## config.mk

```make
export PLATFORM = sky130hd
export DESIGN_NAME = serial_word_receiver_flat
export DESIGN_NICKNAME = d
export VERILOG_FILES = /design/src/rtl/serial_rx_pkg.sv /design/src/rtl/serial_word_receiver_if.sv /design/src/rtl/rx_hold_buf.sv /design/src/rtl/serial_word_receiver.sv /design/src/flat_wrapper.sv
export SDC_FILE = /design/constraint.sdc
export NUM_CORES = 1
export LEC_CHECK = 0
export BUFFER_PORTS_ARGS = -buffer_cell sky130_fd_sc_hd__clkbuf_2
export CELL_PAD_IN_SITES_DETAIL_PLACEMENT = 1
export CELL_PAD_IN_SITES_GLOBAL_PLACEMENT = 2
export CORE_MARGIN = 2
export CORE_UTILIZATION = 35
export DETAILED_ROUTE_END_ITERATION = 12
export GPL_ROUTABILITY_DRIVEN = 0
export PLACE_DENSITY = 0.73
export SLEW_MARGIN = 20
export SYNTH_ARGS = -nofsm -noshare
export SYNTH_HDL_FRONTEND = slang
export SYNTH_SLANG_ARGS = --single-unit
```

## constraint.sdc

```tcl
create_clock -name clk -period 1.9 [get_ports clk]
set_input_delay 0.38 -clock clk [delete_from_list [all_inputs] [get_ports clk]]
set_output_delay 0.38 -clock clk [all_outputs]
set_load 0.02 [all_outputs]
```

## src/rtl/serial_rx_pkg.sv

```systemverilog
// -----------------------------------------------------------------------------
// serial_rx_pkg
//   Shared types and helpers for the serial word receiver.
//
//   rx_state_t    : frame-level receive state (IDLE / DATA / PARITY).
//   parity_mode_t : parity sense; the odd sense flips the expected total.
//   cnt_width()   : width of a bit counter that must hold values 0..n.
//   parity_err_of : parity check applied when the parity bit arrives.
// -----------------------------------------------------------------------------
package serial_rx_pkg;

    typedef enum logic [1:0] {
        IDLE   = 2'd0,
        DATA   = 2'd1,
        PARITY = 2'd2
    } rx_state_t;

    typedef enum logic {
        PAR_EVEN = 1'b0,
        PAR_ODD  = 1'b1
    } parity_mode_t;

    // Bits needed to count 0..n inclusive.
    function automatic int cnt_width(input int n);
        return $clog2(n + 1);
    endfunction

    // acc is the XOR of all data bits of the frame, pbit the received parity
    // bit. With even parity the total number of ones must be even, so any
    // leftover 1 is an error; odd parity expects a leftover 1.
    function automatic logic parity_err_of(input logic acc,
                                           input logic pbit,
                                           input parity_mode_t mode);
        return acc ^ pbit ^ logic'(mode);
    endfunction

endpackage

```

## src/rtl/serial_word_receiver_if.sv

```systemverilog
// -----------------------------------------------------------------------------
// serial_word_receiver_if
//   Parallel output side of the serial word receiver: a valid/ready word
//   channel carrying the received word and its parity status.
//
//   dout       : received word, bit 0 = first serial bit.
//   dout_valid : dout holds an unconsumed word.
//   dout_ready : consumer accepts dout while dout_valid is high.
//   parity_err : parity status of the word in dout (meaningful while valid).
//
//   Modports:
//     master : the receiver (drives dout/dout_valid/parity_err).
//     slave  : the consumer (drives dout_ready).
//   N must match the N of the receiver it is connected to.
// -----------------------------------------------------------------------------
interface serial_word_receiver_if #(
    parameter int N = 4
);
    logic [N-1:0] dout;
    logic         dout_valid;
    logic         dout_ready;
    logic         parity_err;

    modport master (
        output dout,
        output dout_valid,
        output parity_err,
        input  dout_ready
    );

    modport slave (
        input  dout,
        input  dout_valid,
        input  parity_err,
        output dout_ready
    );
endinterface

```

## src/rtl/rx_hold_buf.sv

```systemverilog
// -----------------------------------------------------------------------------
// rx_hold_buf
//   Single-entry valid/ready holding register. A load is accepted when the
//   entry is empty or is being drained in the same cycle; otherwise the new
//   value is dropped and overrun pulses for one cycle. The held value never
//   changes while valid is high and ready is low.
//
//   Ports:
//     clk, rst   : clock, asynchronous active-high reset.
//     load       : a new value is offered this cycle.
//     load_data  : the offered value (W bits).
//     ready      : consumer accepts the held value when valid=1.
//     data       : held value (registered).
//     valid      : an unconsumed value is held (registered).
//     overrun    : one-cycle pulse, an offered value was dropped (registered).
// -----------------------------------------------------------------------------
module rx_hold_buf #(
    parameter int W = 5
) (
    input  logic         clk,
    input  logic         rst,
    input  logic         load,
    input  logic [W-1:0] load_data,
    input  logic         ready,
    output logic [W-1:0] data,
    output logic         valid,
    output logic         overrun
);

    logic [W-1:0] data_reg;
    logic         valid_reg;
    logic         overrun_reg;

    // The entry is free if empty, or if its current value leaves this cycle.
    logic free;
    assign free = !valid_reg || ready;

    always_ff @(posedge clk or posedge rst) begin
        if (rst) begin
            data_reg    <= '0;
            valid_reg   <= 1'b0;
            overrun_reg <= 1'b0;
        end else begin
            overrun_reg <= 1'b0;
            if (load) begin
                if (free) begin
                    data_reg  <= load_data;
                    valid_reg <= 1'b1;
                end else begin
                    overrun_reg <= 1'b1;
                end
            end else if (valid_reg && ready) begin
                valid_reg <= 1'b0;
            end
        end
    end

    assign data    = data_reg;
    assign valid   = valid_reg;
    assign overrun = overrun_reg;

endmodule

```

## src/rtl/serial_word_receiver.sv

```systemverilog
// -----------------------------------------------------------------------------
// serial_word_receiver
//   Collects an LSB-first serial bit stream (qualified by en, framed by sof)
//   into N-bit words, optionally checks a trailing parity bit, and hands each
//   word to the parallel side through a single-entry valid/ready register.
//
//   Parameters:
//     N          : data bits per frame (2..32).
//     PARITY_EN  : 1 = one parity bit follows the data bits.
//     PARITY_ODD : 0 = even parity, 1 = odd parity.
//
//   Ports:
//     clk, rst   : clock, asynchronous active-high reset.
//     en         : bit strobe; sin/sof are only looked at when en=1.
//     sin        : serial data bit.
//     sof        : start of frame, marks data bit 0.
//     sync_err   : one-cycle pulse, sof arrived inside a frame (frame restarts).
//     overrun    : one-cycle pulse, a completed word was dropped.
//     bus        : word channel (dout, dout_valid, dout_ready, parity_err).
// -----------------------------------------------------------------------------
module serial_word_receiver
    import serial_rx_pkg::*;
#(
    parameter int N          = 4,
    parameter int PARITY_EN  = 1,
    parameter int PARITY_ODD = 0
) (
    input  logic                    clk,
    input  logic                    rst,
    input  logic                    en,
    input  logic                    sin,
    input  logic                    sof,
    output logic                    sync_err,
    output logic                    overrun,
    serial_word_receiver_if.master  bus
);

    localparam int           CW         = cnt_width(N);
    localparam bit           HAS_PARITY = (PARITY_EN != 0);
    localparam parity_mode_t PMODE      = (PARITY_ODD != 0) ? PAR_ODD : PAR_EVEN;

    rx_state_t     state_reg;
    logic [N-1:0]  shreg_reg;
    logic [CW-1:0] cnt_reg;
    logic          acc_reg;
    logic          sync_err_reg;

    // Shift register contents once the current sin has been shifted in.
    logic [N-1:0] shifted;
    assign shifted = {sin, shreg_reg[N-1:1]};

    // The bit being accepted now is data bit N-1 (the last data bit).
    logic last_data;
    assign last_data = (cnt_reg == CW'(N - 1));

    // -------------------------------------------------------------------------
    // Frame completion. This is decoded from the current state and inputs so
    // the holding register can capture the word on the same edge that accepts
    // the final bit; the word is then visible the cycle after the final en.
    // Without parity the final bit is not yet in shreg_reg, so the shifted
    // value is offered instead.
    // -------------------------------------------------------------------------
    logic         complete;
    logic [N-1:0] complete_word;
    logic         complete_perr;

    always_comb begin
        complete      = 1'b0;
        complete_word = shifted;
        complete_perr = 1'b0;
        if (en && !sof) begin
            if (state_reg == DATA && last_data && !HAS_PARITY) begin
                complete      = 1'b1;
                complete_word = shifted;
                complete_perr = 1'b0;
            end else if (state_reg == PARITY) begin
                complete      = 1'b1;
                complete_word = shreg_reg;
                complete_perr = parity_err_of(acc_reg, sin, PMODE);
            end
        end
    end

    // -------------------------------------------------------------------------
    // Frame FSM with shifter, bit counter and running parity. en=0 cycles are
    // pure stalls: nothing here moves without en. A sof seen inside a frame
    // (DATA or PARITY) restarts the frame with the current bit as bit 0.
    // -------------------------------------------------------------------------
    always_ff @(posedge clk or posedge rst) begin
        if (rst) begin
            state_reg    <= IDLE;
            shreg_reg    <= '0;
            cnt_reg      <= '0;
            acc_reg      <= 1'b0;
            sync_err_reg <= 1'b0;
        end else begin
            sync_err_reg <= 1'b0;
            if (en) begin
                case (state_reg)
                    IDLE: begin
                        // Bits outside a frame are ignored until a sof.
                        if (sof) begin
                            shreg_reg <= shifted;
                            acc_reg   <= sin;
                            cnt_reg   <= CW'(1);
                            state_reg <= DATA;
                        end
                    end

                    DATA: begin
                        if (sof) begin
                            sync_err_reg <= 1'b1;
                            shreg_reg    <= shifted;
                            acc_reg      <= sin;
                            cnt_reg      <= CW'(1);
                        end else begin
                            shreg_reg <= shifted;
                            acc_reg   <= acc_reg ^ sin;
                            if (last_data) begin
                                cnt_reg   <= '0;
                                state_reg <= HAS_PARITY ? PARITY : IDLE;
                            end else begin
                                cnt_reg <= cnt_reg + CW'(1);
                            end
                        end
                    end

                    PARITY: begin
                        if (sof) begin
                            sync_err_reg <= 1'b1;
                            shreg_reg    <= shifted;
                            acc_reg      <= sin;
                            cnt_reg      <= CW'(1);
                            state_reg    <= DATA;
                        end else begin
                            // Word and parity status leave via the hold buffer.
                            state_reg <= IDLE;
                        end
                    end

                    default: begin
                        state_reg <= IDLE;
                        cnt_reg   <= '0;
                    end
                endcase
            end
        end
    end

    // -------------------------------------------------------------------------
    // Holding register: parity status travels with the word in the top bit.
    // -------------------------------------------------------------------------
    logic [N:0] held_data;
    logic       held_valid;
    logic       hold_overrun;

    rx_hold_buf #(
        .W (N + 1)
    ) u_hold (
        .clk       (clk),
        .rst       (rst),
        .load      (complete),
        .load_data ({complete_perr, complete_word}),
        .ready     (bus.dout_ready),
        .data      (held_data),
        .valid     (held_valid),
        .overrun   (hold_overrun)
    );

    assign bus.dout       = held_data[N-1:0];
    assign bus.parity_err = held_data[N];
    assign bus.dout_valid = held_valid;
    assign sync_err       = sync_err_reg;
    assign overrun        = hold_overrun;

endmodule

```

## src/flat_wrapper.sv

```systemverilog
// flat-port wrapper written by rule: the top's interface ports become plain ports
module serial_word_receiver_flat import serial_rx_pkg::*;
#(
    parameter int N          = 4,
    parameter int PARITY_EN  = 1,
    parameter int PARITY_ODD = 0
)
  (clk, rst, en, sin, sof, sync_err, overrun, bus_dout, bus_dout_valid, bus_parity_err, bus_dout_ready);
  serial_word_receiver_if #(.N(N)) bus_i ();
  input  logic clk;
  input  logic rst;
  input  logic en;
  input  logic sin;
  input  logic sof;
  output logic sync_err;
  output logic overrun;
  output wire logic [$bits(bus_i.dout)-1:0] bus_dout;
  output wire logic [$bits(bus_i.dout_valid)-1:0] bus_dout_valid;
  output wire logic [$bits(bus_i.parity_err)-1:0] bus_parity_err;
  input wire logic [$bits(bus_i.dout_ready)-1:0] bus_dout_ready;
  assign bus_dout = bus_i.dout;
  assign bus_dout_valid = bus_i.dout_valid;
  assign bus_parity_err = bus_i.parity_err;
  assign bus_i.dout_ready = bus_dout_ready;
  serial_word_receiver #(.N(N), .PARITY_EN(PARITY_EN), .PARITY_ODD(PARITY_ODD)) u_core (.clk(clk), .rst(rst), .en(en), .sin(sin), .sof(sof), .sync_err(sync_err), .overrun(overrun), .bus(bus_i));
endmodule
```

==> flow_metrics.py, run 1 <==
metrics = {
    "min_path": {
        "hold_class": "input port to asynchronous set/reset pin",
    },
    "placed_design": {
        "dpl.hpwl_um": 1225,
        "port_buffers": 13,
        "place_ws_ns": 0.1890,
    },
    "pwr": {
        "p_comb_share_pct": 40.3,
        "power_density_mw_per_mm2": 1433,
        "switchingPower_w": 0.0005388,
        "clkPwrFrac_pct": 16.3,
        "swShare_pct": 37.29,
        "p_leak_nw": 0.4972,
        "p_seq_share_pct": 43.5,
        "vdd_drop_max_mv": 0.6577,
        "power.internal_w": 0.0009059,
    },
    "clock_tree": {
        "cts_tree": "built",
        "clk_latency_ns": 0.29,
        "ctsResizeCount": 0,
        "ctsHtreeMaxLevel": 1,
        "clock-root-buffer": "clkbuf_4",
        "cts_buffers": 3,
        "cts.sinks": 18,
        "clockBufferDepth": 2,
        "ctsHoldBuffers": 0,
        "post_cts_buffers": 0,
        "clk_pin_slew_worst_paths_ns": 0.11,
    },
    "critical_path": {
        "start_kind": "flip-flop",
        "crit_arrival_ns": 1.91,
        "worst_r2r_startpoint": "u_core.cnt_reg[0]",
        "cp_max_fo": 3,
        "required_ns": 2.09,
        "end_kind": "flip-flop",
        "startpoint": "u_core.cnt_reg[0]",
        "critical_path_class": "flip-flop to flip-flop",
    },
    "route": {
        "routed_wirelength_um": 1640,
        "first_pass_iters": 3,
        "drc_errors": 0,
        "drt-wirelength-per-cell_um": 14.14,
        "routed_via_density": 4.767,
        "vias": 553,
        "drtIter0Drc": 4,
        "drtAntennaViolNets": 0,
    },
    "synth": {
        "yosysWarnings": 0,
        "synth_largest_area_cell": "dfrtp_1",
        "postSynthAreaPerCell_um2": 12.42,
        "async_reset_ff_share_pct": 100.0,
        "synth_edf_count": 0,
        "synth_most_common_cell": "dfrtp_1",
        "syn_inst": 69,
        "synth_nets": 81,
        "netlist_area_um2": 857.1,
        "synthTopCellsByCount": "18 x dfrtp_1, 10 x mux2_1, 6 x ha_1, 6 x inv_1, 4 x o21ai_1",
        "ys.flop_type": "dfrtp_1",
        "synthTopCellsByArea": "dfrtp_1 53%, mux2_1 13%, ha_1 8.8%",
        "synth.distinct_cells": 24,
        "synth-seq-area-share_pct": 52.55,
        "ys_ff_latch": 18,
        "yosys.area.top_type_share_pct": 52.55,
    },
    "grt": {
        "antenna_found_initial": 0,
        "grt_max_degree": 19,
        "grt_pass1_vias": 592,
        "grt_util_all_layers_pct": 14.24,
        "grt_pass1_wl_um": 2856,
        "grt_overflow": 0,
    },
    "run_status": {
        "status": "finished clean",
    },
    "floorplanning": {
        "die_area_mm2": 0.002861,
        "core_region_area_mm2": 0.002255,
        "dieWidth_um": 53.49,
        "start_util_pct": 38.01,
        "boundaryPins": 14,
        "fp-row-count": 17,
        "chipHeight_um": 53.49,
    },
    "run": {
        "maxCapViolCount": 0,
    },
    "sta": {
        "period_share_pct": 90.26,
        "max_clock_freq_mhz": 583.1,
        "fin_setup_tns_ns": 0,
        "slew_headroom_pct": 54.44,
        "fin_worst_hold_slack_ns": 0.1501,
        "skew_ns": 0.01180,
        "finalMaxSlewViolations": 0,
        "min_period_ns": 1.715,
        "finalHoldViolCount": 0,
        "layout_setup_ws_ns": 0.1850,
        "worst_slew_pin_slew_ns": 0.6826,
        "grt_setup_unrepaired": "no",
        "setup_viol": 0,
    },
    "layout": {
        "n_antenna_cell": 0,
        "largest_register_ff_count": 5,
        "area_growth_pct": 17.66,
        "final_nets": 101,
        "drive_above_1_share_pct": 25.00,
    },
}
## cells by family (layout without fill, tap and decap cells)
| family | count (synthesis) | after routing | synth area share (%) |
|---|---|---|---|
| flip-flops | 18 | 18 | 52.55 |
| AND/OR/NAND/NOR | 16 | 16 | 10.66 |
| multiplexers | 11 | 11 | 14.31 |
| buffers and inverters | 6 | 25 | 2.628 |
| XOR/XNOR | 1 | 1 | 1.022 |
| adder cells (fa/ha/maj) | 6 | 6 | 8.759 |
| AO/OA/AOI/OAI | 11 | 11 | 10.07 |
## path summary, 6_finish.rpt
check                                         to  slack, ns  cells after the start
max in group asynchronous  u_core.u_hold.data[2]       1.31                      2
hold reg to reg            u_core.u_hold.data[2]       0.50                      1
setup reg to reg             u_core.state_reg[1]       0.19                      4
hold / removal               u_core.state_reg[1]       0.15                      2
min in group clk               u_core.cnt_reg[2]       0.33                      2
setup / recovery             u_core.state_reg[1]       0.19                      4
## cell usage in the layout (no fill, tap or decap), types with 2 or more instances in the layout
master,instances
buf_4,2
clkbuf_2,13
clkbuf_4,3
dfrtp_1,18
ha_1,6
inv_1,6
mux2_1,10
nand2_1,3
nand2b_1,2
nor2_1,3
o2111ai_1,2
o21ai_1,4
## per-stage QoR
stage | utilization, % | total power [W] | cell area [um2] | instances
floorplan | - | 0.001023 | 857.1 | 69
global placement | 43.12 | 0.001204 | 972.2 | 112
detailed placement | 43.12 | 0.001224 | 972.2 | 112
CTS | 44.73 | 0.001471 | 1008 | 116
global route | 44.73 | 0.001567 | 1008 | 116
finish | 44.73 | 0.001445 | 1008 | 116
## layout make-up
type | instances | area, um2
Multi-Input combinational cell | 45 | 384.1
Inverter | 6 | 22.52
Sequential cell | 18 | 450.4
Tap cell | 28 | 35.03
Clock buffer | 4 | 36.28
Timing Repair Buffer | 15 | 80.08
Fill cell | 270 | 1246
## metal layers
layer	routed length, um	GRT usage (%)
met5	0	0
met4	13	6.410
met1	861	20.39
met3	46	3.390
met2	718	19.96
## critical path, cell delays in order, from the launching register on
cell and delay, ns:
dfrtp_1 0.40, ha_1 0.20, or3b_1 0.37, a221oi_2 0.29, mux2_1 0.35
## power groups by stage
stage	clock (W)	sequential, W	combinational, W
after floorplan	0	0.000696	0.000327
final	0.000235	0.000628	0.000582
after detailed placement	0	0.000638	0.000585
after CTS	0.000249	0.000631	0.000591
after global routing	0.000262	0.000653	0.000652
after global placement	0	0.000631	0.000573
Power figures use the tool's default switching activity.
==> run 2, diff against run 1 <==
Settings changed: CTS_CLUSTER_DIAMETER from default to 60.
Clock period 1.9 ns to 1.75 ns, I/O delays scaled along.
==> flow_metrics.py, run 2 (same netlist as run 1, synthesis figures left out) <==
metrics = {
    "run_status": {
        "status": "finished clean",
    },
    "pwr": {
        "p_comb_share_pct": 42.3,
        "power.internal_w": 0.001026,
        "switchingPower_w": 0.0006031,
        "vdd_drop_max_mv": 0.7505,
        "swShare_pct": 37.03,
        "p_leak_nw": 0.5204,
        "power_density_mw_per_mm2": 1553,
        "p_seq_share_pct": 41.5,
        "power_w": 0.001629,
        "clkPwrFrac_pct": 16.2,
    },
    "clock_tree": {
        "clockBufferDepth": 2,
        "clk_latency_ns": 0.30,
        "clk_pin_slew_worst_paths_ns": 0.12,
        "clock-root-buffer": "clkbuf_4",
        "ctsHtreeMaxLevel": 1,
        "cts.sinks": 18,
        "ctsHoldBuffers": 0,
        "cts_buffers": 3,
        "cts_tree": "built",
    },
    "route": {
        "drtAntennaViolNets": 0,
        "drc_errors": 0,
        "drt-wirelength-per-cell_um": 14.39,
        "first_pass_iters": 4,
        "routed_wirelength_um": 1741,
        "routed_via_density": 5.017,
        "drtIter0Drc": 2,
        "vias": 607,
    },
    "critical_path": {
        "r2r-end": "u_core.state_reg[1]",
        "start_kind": "flip-flop",
        "required_ns": 1.95,
        "reg2reg_depth": 4,
        "max_stage_delay_ns": 0.40,
        "reg2reg_slack_ns": 0.05,
        "cp_max_fo": 3,
        "cp_cell_sequence": "ha_2 -> or3b_1 -> a221oi_2 -> mux2_1",
        "end_kind": "flip-flop",
        "critical_path_class": "flip-flop to flip-flop",
        "worst_path_max_delay_cell": "dfrtp_1",
        "worst_r2r_startpoint": "u_core.cnt_reg[0]",
        "crit_arrival_ns": 1.89,
    },
    "floorplanning": {
        "die_area_mm2": 0.002861,
        "fp-row-count": 17,
        "core_region_area_mm2": 0.002255,
        "dieWidth_um": 53.49,
        "start_util_pct": 38.01,
        "chipHeight_um": 53.49,
        "boundaryPins": 14,
    },
    "sta": {
        "fin_worst_hold_slack_ns": 0.02301,
        "slew_headroom_pct": 77.65,
        "max_clock_freq_mhz": 589.3,
        "min_period_ns": 1.697,
        "finalHoldViolCount": 0,
        "fin_setup_tns_ns": 0,
        "setup_viol": 0,
        "finalMaxSlewViolations": 0,
        "worst_slew_pin_slew_ns": 0.3348,
        "period_share_pct": 96.96,
        "skew_ns": 0.01356,
    },
    "grt": {
        "grt_pass1_vias": 629,
        "grt_overflow": 0,
        "grt_pass1_wl_um": 2787,
        "grt_max_degree": 19,
        "antenna_found_initial": 0,
        "grt_util_all_layers_pct": 14.06,
    },
    "layout": {
        "design_area_mm2": 0.001049,
        "final_util_pct": 46.50,
        "area_growth_pct": 22.34,
        "final_nets": 106,
        "layout_common_cells": "18 x dfrtp_1, 13 x clkbuf_2, 10 x mux2_1",
        "n_antenna_cell": 0,
        "largest_register_ff_count": 5,
        "drive_above_1_share_pct": 30.11,
        "final_common_cell": "dfrtp_1",
    },
    "run": {
        "maxCapViolCount": 0,
    },
    "placed_design": {
        "port_buffers": 13,
        "post_dp_cell_area_um2": 987.2,
        "dpl.hpwl_um": 1263,
    },
    "min_path": {
        "hold_class": "input port to asynchronous set/reset pin",
    },
}
[run 2: cell types whose count changed in the layout (fill, tap and decap cells not counted)]
cell and change:
ha_1 -1, ha_2 +1, buf_4 +5
[run 2: power by group through the flow]
stage          Combinational, W  Clock [W]  Sequential [W]
6_report               0.000688   0.000264        0.000676
5_1_grt                0.000755   0.000286        0.000702
4_1_cts                0.000656   0.000276        0.000676
3_5_place_dp           0.000649          0        0.000686
3_3_place_gp           0.000635          0        0.000680
2_1_floorplan          0.000355          0        0.000755
[run 2: through the flow]
step | instances | worst slack [ns]
final | 121 | 0.05316
after global routing | 121 | -0.001330
after CTS | 118 | 0.06542
after detailed placement | 114 | 0.09011
after global placement | 114 | 0.1278
after floorplan | 69 | 0.1707
[run 2: layout make-up]
type                       count  area, um2
timing repair buffer          20      117.6
inverter                       6      22.52
tap                           28      35.03
fill                         258       1206
multi-input combinational     45      386.6
clock buffer                   4      36.28
sequential                    18      450.4
[run 2: how the worst max path moves through the flow]
stage               slack, ns               from                   to
global route           -0.001  u_core.cnt_reg[0]  u_core.state_reg[1]
CTS                      0.07  u_core.cnt_reg[0]  u_core.state_reg[1]
finish                   0.05  u_core.cnt_reg[0]  u_core.state_reg[1]
floorplan                0.17  u_core.cnt_reg[0]  u_core.state_reg[1]
global placement         0.13  u_core.cnt_reg[0]  u_core.state_reg[1]
detailed placement       0.09  u_core.cnt_reg[0]  u_core.state_reg[1]
[run 2: repair_timing]
action / in CTS / in global routing
endpoints found under the setup margin: 0 / 1
resized for setup: 0 / 1
buffers inserted: 0 / 3
[run 2: critical path: cells and delay by family (launching register included)]
kind	cells	cell delay, ns
flip-flops	1	0.40
AND/OR/NAND/NOR	1	0.37
multiplexers	1	0.35
AO/OA/AOI/OAI	1	0.30
adder cells (fa/ha/maj)	1	0.19
[run 2: per-layer routing]
| metal | vias up | global-route usage, % | part of all wire [%] |
|---|---|---|---|
| li1 | 289 | - | - |
| met1 | 308 | 17.37 | 49 |
| met2 | 8 | 22.84 | 47 |
| met4 | 0 | 7.692 | 0.92 |
| met3 | 2 | 2.542 | 2.5 |
| met5 | - | 0 | 0 |
==> run 3, diff against run 2 <==
Settings changed: CORE_ASPECT_RATIO from default to 1.25.
==> flow_metrics.py, run 3 (same netlist as run 1, synthesis figures left out) <==
metrics = {
    "run_status": {
        "status": "finished clean",
    },
    "floorplanning": {
        "fp-row-count": 20,
        "dieWidth_um": 48.26,
        "chipHeight_um": 59.33,
        "core_region_area_mm2": 0.002377,
        "boundaryPins": 14,
        "start_util_pct": 36.05,
        "die_area_mm2": 0.002863,
    },
    "pwr": {
        "swShare_pct": 37.40,
        "vdd_drop_max_mv": 0.5739,
        "power.internal_w": 0.0009563,
        "p_comb_share_pct": 42.1,
        "switchingPower_w": 0.0005713,
        "clkPwrFrac_pct": 13.0,
        "p_seq_share_pct": 44.8,
        "p_leak_nw": 0.5078,
        "power_density_mw_per_mm2": 1464,
    },
    "sta": {
        "fin_setup_tns_ns": 0,
        "period_share_pct": 95.43,
        "max_clock_freq_mhz": 598.8,
        "min_period_ns": 1.670,
        "worst_slew_pin_slew_ns": 0.3378,
        "skew_ns": 0.0008937,
        "finalHoldViolCount": 0,
        "grt_setup_unrepaired": "no",
        "finalMaxSlewViolations": 0,
        "layout_setup_ws_ns": 0.08002,
        "setup_viol": 0,
        "slew_headroom_pct": 77.46,
    },
    "layout": {
        "area_growth_pct": 21.75,
        "nFillCells": 289,
        "largest_register_ff_count": 5,
        "final_common_cell": "dfrtp_1",
        "drive_above_1_share_pct": 28.57,
        "layout_common_cells": "18 x dfrtp_1, 13 x clkbuf_2, 10 x mux2_1",
        "n_antenna_cell": 0,
        "final_nets": 105,
    },
    "grt": {
        "grt_overflow": 0,
        "antenna_found_initial": 0,
        "grt_util_all_layers_pct": 13.95,
        "grt_pass1_vias": 650,
        "grt_max_degree": 19,
        "grt_pass1_wl_um": 2760,
    },
    "placed_design": {
        "place_ws_ns": 0.07788,
        "port_buffers": 13,
        "dpl.hpwl_um": 1296,
    },
    "clock_tree": {
        "clk_pin_slew_worst_paths_ns": 0.10,
        "cts_buffers": 3,
        "cts.sinks": 18,
        "clk_latency_ns": 0.28,
        "cts_tree": "built",
        "post_cts_buffers": 0,
        "ctsHtreeMaxLevel": 1,
        "clock-root-buffer": "clkbuf_4",
        "clockBufferDepth": 2,
    },
    "route": {
        "routed_wirelength_um": 1625,
        "vias": 601,
        "drc_errors": 0,
        "routed_via_density": 4.847,
        "drtAntennaViolNets": 0,
        "drt-wirelength-per-cell_um": 13.10,
        "first_pass_iters": 2,
        "drtIter0Drc": 8,
    },
    "critical_path": {
        "reg2reg_depth": 4,
        "cp_cell_sequence": "ha_4 -> or3b_1 -> a221oi_2 -> mux2_1",
        "cp_max_fo": 3,
        "required_ns": 1.93,
        "reg2reg_slack_ns": 0.08,
        "end_kind": "flip-flop",
        "start_kind": "flip-flop",
        "critical_path_class": "flip-flop to flip-flop",
        "crit_arrival_ns": 1.85,
        "worst_path_max_delay_cell": "dfrtp_1",
        "max_stage_delay_ns": 0.41,
    },
    "min_path": {
        "hold_class": "input port to asynchronous set/reset pin",
    },
    "run": {
        "maxCapViolCount": 0,
    },
}
## run 3: repair_timing
action	in CTS	in global routing
gates resized for setup	0	2
hold buffers	0	0
endpoints found under the setup margin	0	1
## run 3: layout make-up
type / count / area, um2 / share of cell area, %
Sequential cell: 18 / 450.4 / 43.17
Multi-Input combinational cell: 45 / 396.6 / 38.01
Timing Repair Buffer: 19 / 110.1 / 10.55
Tap cell: 33 / 41.29 / 3.957
Clock buffer: 3 / 22.52 / 2.158
Inverter: 6 / 22.52 / 2.158
## run 3: critical path, delay by kind of cell, from the launching register on
| family | cells | cell delay (ns) |
|---|---|---|
| flops | 1 | 0.41 |
| mux | 1 | 0.34 |
| simple gates | 1 | 0.36 |
| fa+ha+maj | 1 | 0.15 |
| compound gates | 1 | 0.29 |
## run 3: power groups by stage
stage	Sequential [W]	Combinational (W)	Clock, W
3_3_place_gp	0.000678	0.000634	0
6_report	0.000685	0.000644	0.000199
4_1_cts	0.000682	0.000658	0.000208
2_1_floorplan	0.000755	0.000355	0
5_1_grt	0.000709	0.000725	0.000223
3_5_place_dp	0.000693	0.000657	0
## run 3: worst paths after layout
kind,from,end
max,u_core.cnt_reg[0],u_core.state_reg[1]
min,rst,u_core.u_hold.overrun
max reg2reg,u_core.cnt_reg[0],u_core.state_reg[1]
min reg2reg,u_core.shreg_reg[0],u_core.shreg_reg[0]
max in group asynchronous,rst,u_core.u_hold.data[3]
min in group clk,en,u_core.cnt_reg[2]
## run 3: per-stage QoR
step | total power (W) | instances | utilization (%) | hold WS, ns | instance area, um2
after floorplan | 0.001111 | 69 | - | 0.2886 | 857.1
after global placement | 0.001312 | 121 | 42.42 | 0.3593 | 1008
after detailed placement | 0.001350 | 121 | 42.42 | 0.3680 | 1008
after CTS | 0.001548 | 124 | 43.37 | 0.04875 | 1031
after global routing | 0.001657 | 124 | 43.89 | 0.06539 | 1044
final | 0.001528 | 124 | 43.89 | 0.04657 | 1044
## run 3: per-layer routing
layer  vias up  routed length (um)  track usage [%]
met5         -                   0                0
met4         0                  18            8.108
met3         2                  46            2.744
met2         8                 905            24.06
met1       305                 654            14.78
li1        286                   -                -
